[src/rtl/uart_program_loader.sv]
// ---------------------------------------------------------------------------
// uart_program_loader
//   Receives a program over an 8N1 UART line and writes it, one 32-bit word
//   at a time, into a downstream instruction memory while the CPU is held in
//   reset. Stream format: one count byte N (0 means a full memory), followed
//   by N little-endian 32-bit words.
//
// Ports
//   clk         in   system clock, all state changes on the rising edge
//   rst_n       in   asynchronous active-low reset
//   enable      in   1 = loader armed, 0 = loader idle (also aborts a load)
//   uart_rx     in   asynchronous serial line, idle high, LSB first
//   imem_we     out  one-cycle instruction-memory write strobe
//   imem_addr   out  word address for the write
//   imem_wdata  out  instruction word for the write
//   cpu_hold    out  1 while a load is in progress or has failed
//   load_done   out  1 once a complete program has been written
//   frame_err   out  sticky; a byte with a low stop bit hit an active load
// ---------------------------------------------------------------------------
module uart_program_loader #(
  parameter int CLKS_PER_BIT    = 434,
  parameter int INSTR_MEM_DEPTH = 128,
  parameter int ADDR_W          = 7
) (
  input  logic              clk,
  input  logic              rst_n,
  input  logic              enable,
  input  logic              uart_rx,
  output logic              imem_we,
  output logic [ADDR_W-1:0] imem_addr,
  output logic [31:0]       imem_wdata,
  output logic              cpu_hold,
  output logic              load_done,
  output logic              frame_err
);

  localparam int TMR_W = $clog2(CLKS_PER_BIT);
  // One extra bit so the word index can reach N without wrapping.
  localparam int CNT_W = ADDR_W + 1;
  localparam logic [TMR_W-1:0] TMR_HALF = TMR_W'(CLKS_PER_BIT / 2 - 1);
  localparam logic [TMR_W-1:0] TMR_FULL = TMR_W'(CLKS_PER_BIT - 1);

  typedef enum logic [1:0] {RX_IDLE, RX_START, RX_DATA, RX_STOP} rx_state_t;
  typedef enum logic [2:0] {L_IDLE, L_COUNT, L_DATA, L_DONE, L_ERROR} ld_state_t;

  // ---------------- receiver ----------------
  rx_state_t        r_rx_state;
  logic             r_rx_meta;
  logic             r_rx_sync;
  logic             r_rx_prev;
  logic [TMR_W-1:0] r_tmr;
  logic [2:0]       r_bit_idx;
  logic [7:0]       r_shift;
  logic             r_byte_valid;
  logic             r_frame_pulse;

  always_ff @(posedge clk or negedge rst_n) begin
    if (!rst_n) begin
      r_rx_meta     <= 1'b1;
      r_rx_sync     <= 1'b1;
      r_rx_prev     <= 1'b1;
      r_rx_state    <= RX_IDLE;
      r_tmr         <= '0;
      r_bit_idx     <= '0;
      r_shift       <= '0;
      r_byte_valid  <= 1'b0;
      r_frame_pulse <= 1'b0;
    end else begin
      r_rx_meta     <= uart_rx;
      r_rx_sync     <= r_rx_meta;
      r_rx_prev     <= r_rx_sync;
      r_byte_valid  <= 1'b0;
      r_frame_pulse <= 1'b0;
      case (r_rx_state)
        RX_IDLE: begin
          if (r_rx_prev && !r_rx_sync) begin
            r_rx_state <= RX_START;
            r_tmr      <= '0;
          end
        end
        RX_START: begin
          // Mid-start sample: a line already back high was only a glitch.
          if (r_tmr == TMR_HALF) begin
            r_tmr <= '0;
            if (r_rx_sync) begin
              r_rx_state <= RX_IDLE;
            end else begin
              r_rx_state <= RX_DATA;
              r_bit_idx  <= '0;
            end
          end else begin
            r_tmr <= r_tmr + 1'b1;
          end
        end
        RX_DATA: begin
          if (r_tmr == TMR_FULL) begin
            r_tmr   <= '0;
            r_shift <= {r_rx_sync, r_shift[7:1]};
            if (r_bit_idx == 3'd7) r_rx_state <= RX_STOP;
            else                   r_bit_idx  <= r_bit_idx + 1'b1;
          end else begin
            r_tmr <= r_tmr + 1'b1;
          end
        end
        RX_STOP: begin
          if (r_tmr == TMR_FULL) begin
            r_tmr      <= '0;
            r_rx_state <= RX_IDLE;
            if (r_rx_sync) r_byte_valid  <= 1'b1;
            else           r_frame_pulse <= 1'b1;
          end else begin
            r_tmr <= r_tmr + 1'b1;
          end
        end
        default: r_rx_state <= RX_IDLE;
      endcase
    end
  end

  // ---------------- loader ----------------
  // Count byte: 0 and anything above the memory depth both mean a full load.
  logic [8:0]       w_n_ext;
  logic [CNT_W-1:0] w_n_clamped;

  assign w_n_ext     = {1'b0, r_shift};
  assign w_n_clamped = (w_n_ext == 9'd0 || w_n_ext > 9'(INSTR_MEM_DEPTH))
                       ? CNT_W'(INSTR_MEM_DEPTH) : CNT_W'(w_n_ext);

  ld_state_t        r_ld_state;
  logic [CNT_W-1:0] r_word_cnt;
  logic [CNT_W-1:0] r_word_idx;
  logic [1:0]       r_byte_idx;
  logic [23:0]      r_asm;
  logic             r_imem_we;
  logic [ADDR_W-1:0] r_imem_addr;
  logic [31:0]      r_imem_wdata;
  logic             r_cpu_hold;
  logic             r_load_done;
  logic             r_frame_err;

  always_ff @(posedge clk or negedge rst_n) begin
    if (!rst_n) begin
      r_ld_state   <= L_IDLE;
      r_word_cnt   <= '0;
      r_word_idx   <= '0;
      r_byte_idx   <= '0;
      r_asm        <= '0;
      r_imem_we    <= 1'b0;
      r_imem_addr  <= '0;
      r_imem_wdata <= '0;
      r_cpu_hold   <= 1'b0;
      r_load_done  <= 1'b0;
      r_frame_err  <= 1'b0;
    end else begin
      r_imem_we <= 1'b0;
      if (!enable) begin
        // Abort from anywhere; frame_err survives until the next arm.
        r_ld_state  <= L_IDLE;
        r_cpu_hold  <= 1'b0;
        r_load_done <= 1'b0;
        r_word_cnt  <= '0;
        r_word_idx  <= '0;
        r_byte_idx  <= '0;
      end else begin
        case (r_ld_state)
          L_IDLE: begin
            r_ld_state  <= L_COUNT;
            r_cpu_hold  <= 1'b1;
            r_frame_err <= 1'b0;
            r_word_idx  <= '0;
            r_byte_idx  <= '0;
          end
          L_COUNT: begin
            if (r_frame_pulse) begin
              r_ld_state  <= L_ERROR;
              r_frame_err <= 1'b1;
            end else if (r_byte_valid) begin
              r_word_cnt <= w_n_clamped;
              r_ld_state <= L_DATA;
            end
          end
          L_DATA: begin
            if (r_frame_pulse) begin
              r_ld_state  <= L_ERROR;
              r_frame_err <= 1'b1;
              r_byte_idx  <= '0;
            end else if (r_imem_we && r_word_idx == r_word_cnt) begin
              // The last word was written in the previous cycle.
              r_ld_state  <= L_DONE;
              r_cpu_hold  <= 1'b0;
              r_load_done <= 1'b1;
            end else if (r_byte_valid) begin
              if (r_byte_idx == 2'd3) begin
                r_imem_we    <= 1'b1;
                r_imem_addr  <= r_word_idx[ADDR_W-1:0];
                r_imem_wdata <= {r_shift, r_asm};
                r_word_idx   <= r_word_idx + 1'b1;
                r_byte_idx   <= '0;
              end else begin
                r_asm[{r_byte_idx, 3'b000} +: 8] <= r_shift;
                r_byte_idx <= r_byte_idx + 1'b1;
              end
            end
          end
          L_DONE:  ;
          L_ERROR: ;
          default: r_ld_state <= L_IDLE;
        endcase
      end
    end
  end

  assign imem_we    = r_imem_we;
  assign imem_addr  = r_imem_addr;
  assign imem_wdata = r_imem_wdata;
  assign cpu_hold   = r_cpu_hold;
  assign load_done  = r_load_done;
  assign frame_err  = r_frame_err;

endmodule

[config.mk]
export PLATFORM = sky130hd
export DESIGN_NAME = uart_program_loader
export DESIGN_NICKNAME = d
export VERILOG_FILES = /design/src/rtl/uart_program_loader.sv
export SDC_FILE = /design/constraint.sdc
export NUM_CORES = 1
export LEC_CHECK = 0
export CAP_MARGIN = 20
export CORE_ASPECT_RATIO = 0.9
export CORE_UTILIZATION = 40
export CTS_CLUSTER_DIAMETER = 50
export DETAILED_ROUTE_END_ITERATION = 16
export HOLD_SLACK_MARGIN = 0.1
export SLEW_MARGIN = 20
export SYNTH_ARGS = -nofsm -noshare
export SYNTH_HDL_FRONTEND = slang
export SYNTH_SLANG_ARGS = --single-unit
[constraint.sdc]
create_clock -name clk -period 6.1 [get_ports clk]
set_input_delay 0.61 -clock clk [delete_from_list [all_inputs] [get_ports clk]]
set_output_delay 0.61 -clock clk [all_outputs]
set_load 0.01 [all_outputs]
# ---- Word level (Yosys, flattened, before mapping)
# Index checks and enable logic that the tools add are counted.
dict set report word_totals {
  input_bits 4
  register_bits 115
  wordCells 153
}
dict set report classes {
  n_reduce_logical 24
  shift 2
  mux 62
  order_cmp 1
  eq_ne 36
  bitwise_logic 3
  add_sub_neg 5
}
# op count
set op_table {}
lappend op_table {{8-bit 2-to-1 mux} 10}
lappend op_table {{3-bit 2-to-1 mux} 9}
lappend op_table {{9-bit 2-to-1 mux} 3}
lappend op_table {{9-bit case mux with 3 select lines} 1}
lappend op_table {{24-bit bitwise mux} 1}
lappend op_table {{8-bit by 7-bit variable shift with 24-bit output (first input constant)} 1}
lappend op_table {{8-bit by 7-bit indexed part select with 24-bit output} 1}
lappend op_table {{2-bit 2-to-1 mux} 11}
lappend op_table {{1-bit 2-to-1 mux} 20}
lappend op_table {{2-bit != test (second input constant)} 9}
lappend op_table {{3-bit AND reduction} 6}
lappend op_table {{4-bit != test (second input constant)} 4}
lappend op_table {{8-bit case mux with 2 select lines} 1}
lappend op_table {{3-bit != test (second input constant)} 5}
lappend op_table {{5-bit AND reduction} 3}
lappend op_table {{3-bit case mux with 4 select lines} 1}
lappend op_table {{6-bit AND reduction} 2}
lappend op_table {{2-bit by 1-bit != test with 1-bit output (second input constant)} 5}
lappend op_table {{9-bit by 1-bit adder with 9-bit output (second input constant)} 1}
lappend op_table {{9-bit by 8-bit == test with 1-bit output (second input constant)} 1}
lappend op_table {{9-bit == test (second input constant)} 1}
lappend op_table {{9-bit zero test} 1}
lappend op_table {{8-bit by 1-bit adder with 8-bit output (second input constant)} 1}
lappend op_table {{8-bit == test} 1}
lappend op_table {{other kinds (23)} 34}

# ---- Depth between registers and ports, before layout
dict set report depth {
  word_depth 7
  mapped_depth 9
  ltp_nobuf 7
}

# ---- Least setup slack after synthesis
# OpenSTA, ideal clock, no wires.
dict set report synth_timing {
  path_type {reg2reg}
  startpoint {register r_tmr[6]}
  endpoint {register r_bit_idx[1]}
  required_ps 6017
  setup_slack_ps 3922
  setup_ps 83
  stages_incl_launch_ff 7
  arrival_ps 2096
  period_less_slack_ps 2178
  path_cell_list {dfrtp_1 or4b_1 or3_1 buf_6 nor3_2 mux2_2 o22ai_1}
}
dict set report synth_via {
  elab_chain_cells 3
  elab_cells_between_ends 5
  classes_between {4 x eq/ne; 1 x reduce/logical}
}
# item line_no
set synth_rtl {}
lappend synth_rtl {{from (decl)} 51} ;# logic [TMR_W-1:0] r_tmr;
lappend synth_rtl {{from (signal assigned)} 92} ;# r_tmr <= r_tmr + 1'b1;
lappend synth_rtl {{from (signal assigned)} 102} ;# r_tmr <= r_tmr + 1'b1;
lappend synth_rtl {{from (signal assigned)} 112} ;# r_tmr <= r_tmr + 1'b1;
lappend synth_rtl {{9-bit == test / 9-bit by 8-bit == test with 1-bit output (equally long branches)} {96, 83}}
lappend synth_rtl {{2-bit != test (no line)} -}
lappend synth_rtl {{5-bit AND reduction (no line) (*)} -}
lappend synth_rtl {{to (signal assigned)} 100} ;# else r_bit_idx <= r_bit_idx + 1'b1;
lappend synth_rtl {{to (decl)} 52} ;# logic [2:0] r_bit_idx;
# Mark *: on every way between the ends. The rest lies on a longest branch, timed or not.
# A chain may end at the register's enable or synchronous reset.

# ---- Worst setup path after layout
dict set report layout_timing {
  startpoint {register r_tmr[6]}
  endpoint {register r_tmr[8]}
}
dict set report layout_via {
  elab_chain_cells 3
  elab_cells_between_ends 6
  classes_between {1 x add/sub; 2 x eq/ne; 3 x mux}
}
# item line_no
set layout_rtl {}
lappend layout_rtl {{9-bit by 1-bit adder with 9-bit output (tied with other cells)} {92, 102, 112}}
lappend layout_rtl {{9-bit 2-to-1 mux, on equally long branches} {96, 106, 83}}
lappend layout_rtl {{9-bit case mux with 3 select lines (*)} 74} ;# case (r_rx_state)
# Marked as above.

==> reports/results.ini <==
[synthesis]
synth-xor-area-share_pct = 1.86
synthSimpleGateAreaFrac_pct = 14.2
yosys_most_used_dff = dfrtp_1
synth.area.mux_share_pct = 11.5
synth_adder_area_share_pct = 2.66
netlist_instances = 453
ys_top_cells_by_area = dfrtp_1 54%, mux2_2 11%, nand2_1 4.9%
synth_area_leader_cell = dfrtp_1
ys_warn_count = 0
async_flop_share_pct = 100
yosys-top-cells-count = 112 x dfrtp_1, 68 x nand2_1, 51 x mux2_2, 31 x o21ai_0, 18 x nor2_1
ys_seq_area_share_pct = 55.7
synth_edf_count = 0
ys_types = 55
syn_nets = 468
yosysMostFrequentCell = dfrtp_1
ys_ff_latch = 115
synth_compound_area_share_pct = 11.4
synth_top_family_by_area = simple AND/OR/NAND/NOR gates
synthesis.area_per_instance_um2 = 11.4
netlist_area_mm2 = 0.00518
synth_top_cell_area_share_pct = 54.1

[clocking]
ctsHoldBuffers = 0
h-tree-depth = 4
clk_pin_slew_ns = 0.05
cts.repair.resized = 0
numCtsBuffers = 17
post_cts_buffers = 0
cts_tree = built
worstSkewPairLatency_ns = 0.41
root_buffer = clkbuf_16
cts_buffer_depth = 2
clock_sinks = 115

[timing]
worst_pin_slew_ns = 0.982
rsz0062_at_grt = false
max_freq_mhz = 406
setup_viol = 0
finalHoldViolations = 0
tns_ns = 0
finalCritPeriodShare_pct = 40.3
min_period_ns = 2.46
finClkSkew_ns = 0.00664
slew_headroom_pct = 33.5
slew_violations = 0

[die]
core_area_mm2 = 0.0126
die_y_um = 110
die-area_mm2 = 0.0134
pin_count = 47
fp.dieW_um = 122
start_util_pct = 41.0
fp-row-count = 39

[placed_design]
dp_hpwl_um = 7020
placed_area_mm2 = 0.00577
place_congestion = 0.825
numPortBuffers = 46

[setup_path]
start_kind = register
end_kind = register
critPathRequiredTime_ns = 6.40
critical_path_arrival_ns = 2.76
rrSetupSlack_ns = 3.64
cp_max_fo = 16
critPathKind = reg2reg

[routing]
totalWireLength_um = 10800
via_per_inst = 5.33
remaining_drc_errors = 0
ant_nets = 0
detail_route.iter0.violations = 207
vias = 3619
drt-wirelength-per-cell_um = 15.9
dr.pass1.iters = 4

[outcome]
status = finished, final reports clean

[global_routing]
antenna_found_initial = 0
grt.overflow.total = 0
grt_pass1_wl_um = 18100
grt_use_met3_pct = 5.03
grt_use_met1_pct = 23.5
grt_max_degree = 70
busiest_layer = met2
grtUsageTotal_pct = 18.0
met2_usage_pct = 27.4
grt_pass1_vias = 3598

[pwr]
combPwrFrac_pct = 5.2
internal_power_mw = 1.49
p_switching_uw = 419
powerDensity_mw_per_mm2 = 299
peakVddDrop_mv = 0.172
swShare_pct = 22.0
power_frac_clock_pct = 52.1
p_leak_nw = 2.83
power.total_mw = 1.91
seqPwrFrac_pct = 42.7

[finish]
area_growth_syn_to_layout_pct = 23.1
finalNetCount = 517
layout-drive-gt1-share_pct = 18.1
n_antenna_cell = 0
design_area_mm2 = 0.00637

[run]
drv_cap = 0

[worst_hold_path]
hold_class = in2async

==> sequential cells by signal, indices dropped and copies added, names as in the netlist, 2 cells and up, named ones only <==
signal / flops
imem_wdata: 32
r_shift: 8
r_byte_idx: 2
r_ld_state: 3
r_bit_idx: 3
imem_addr: 7
r_word_cnt: 8
r_asm: 24
r_tmr: 9
r_word_idx: 8
==> critical path, stage by stage, from the launching register on <==
cell	delay [ns]
dfrtp_1	0.44
or4b_1	0.52
or3_1	0.52
a22oi_4	0.45
and2b_1	0.24
o22a_1	0.17
==> metrics by stage <==
stage	utilization [%]	worst slack, ns	std cells	hold WS, ns
after floorplan	-	3.92	453	0.314
final	50.4	3.64	679	0.328
after global placement	45.7	3.40	647	0.347
after CTS	50.4	3.63	679	0.345
after global routing	50.4	3.51	679	0.364
after detailed placement	45.7	3.34	647	0.348
==> power by group through the flow <==
stage          Clock [mW]  Sequential (mW)  Combinational (mW)
2_1_floorplan           0            0.818              0.0753
3_3_place_gp            0            0.825              0.0967
3_5_place_dp            0            0.826               0.103
4_1_cts              1.02            0.815               0.103
5_1_grt              1.05            0.819               0.114
6_report            0.994            0.815              0.0999
==> cells in the final DEF (no fill, tap or decap), types with 4 or more instances in the layout <==
| master | instances |
|---|---|
| o22ai_1 | 6 |
| mux2_2 | 51 |
| o21ai_0 | 31 |
| o311ai_0 | 4 |
| a22o_1 | 9 |
| dfrtp_1 | 112 |
| nor3b_1 | 5 |
| inv_1 | 13 |
| a21oi_1 | 5 |
| a21o_1 | 4 |
| clkdlybuf4s50_1 | 45 |
| nor3_1 | 4 |
| nand2_1 | 68 |
| clkbuf_16 | 17 |
| nor4_1 | 4 |
| clkinv_2 | 5 |
| xnor2_1 | 11 |
| nor2b_1 | 6 |
| nor2_1 | 18 |
| ha_1 | 11 |
| nand3_1 | 8 |
==> worst paths after layout <==
kind | from | endpoint | cells past startpoint
worst min register to register | r_rx_meta | r_rx_sync | 0
worst max-delay path | r_tmr[6] | r_tmr[8] | 5
worst min-delay path | rst_n | imem_wdata[0] | 1
min in group clk | r_rx_meta | r_rx_sync | 0
max in group asynchronous | rst_n | r_byte_valid | 2
worst max register to register | r_tmr[6] | r_tmr[8] | 5
==> logic make-up (layout without fill, tap and decap cells) <==
| kind of cell | after synthesis | after routing |
|---|---|---|
| multiplexers | 53 | 53 |
| adder cells (fa/ha/maj) | 11 | 11 |
| flip-flops | 115 | 115 |
| XOR/XNOR | 11 | 11 |
| AND/OR/NAND/NOR | 145 | 145 |
| buffers and inverters | 31 | 93 |
| AO/OA/AOI/OAI | 87 | 87 |
==> per-layer routing <==
| metal | vias up | routed length (um) |
|---|---|---|
| met2 | 83 | 4990 |
| met5 | - | 0 |
| met3 | 17 | 470 |
| li1 | 1727 | - |
| met1 | 1792 | 5140 |
| met4 | 0 | 236 |
==> layout make-up <==
class / count / area (um^2)
Fill cell: 1116 / 6260
Sequential cell: 115 / 2880
Multi-Input combinational cell: 307 / 2170
Timing Repair Buffer: 48 / 473
Clock buffer: 22 / 464
Tap cell: 164 / 205
Clock inverter: 10 / 131
Inverter: 13 / 48.8
No activity file was read; power rests on OpenSTA's default activity.
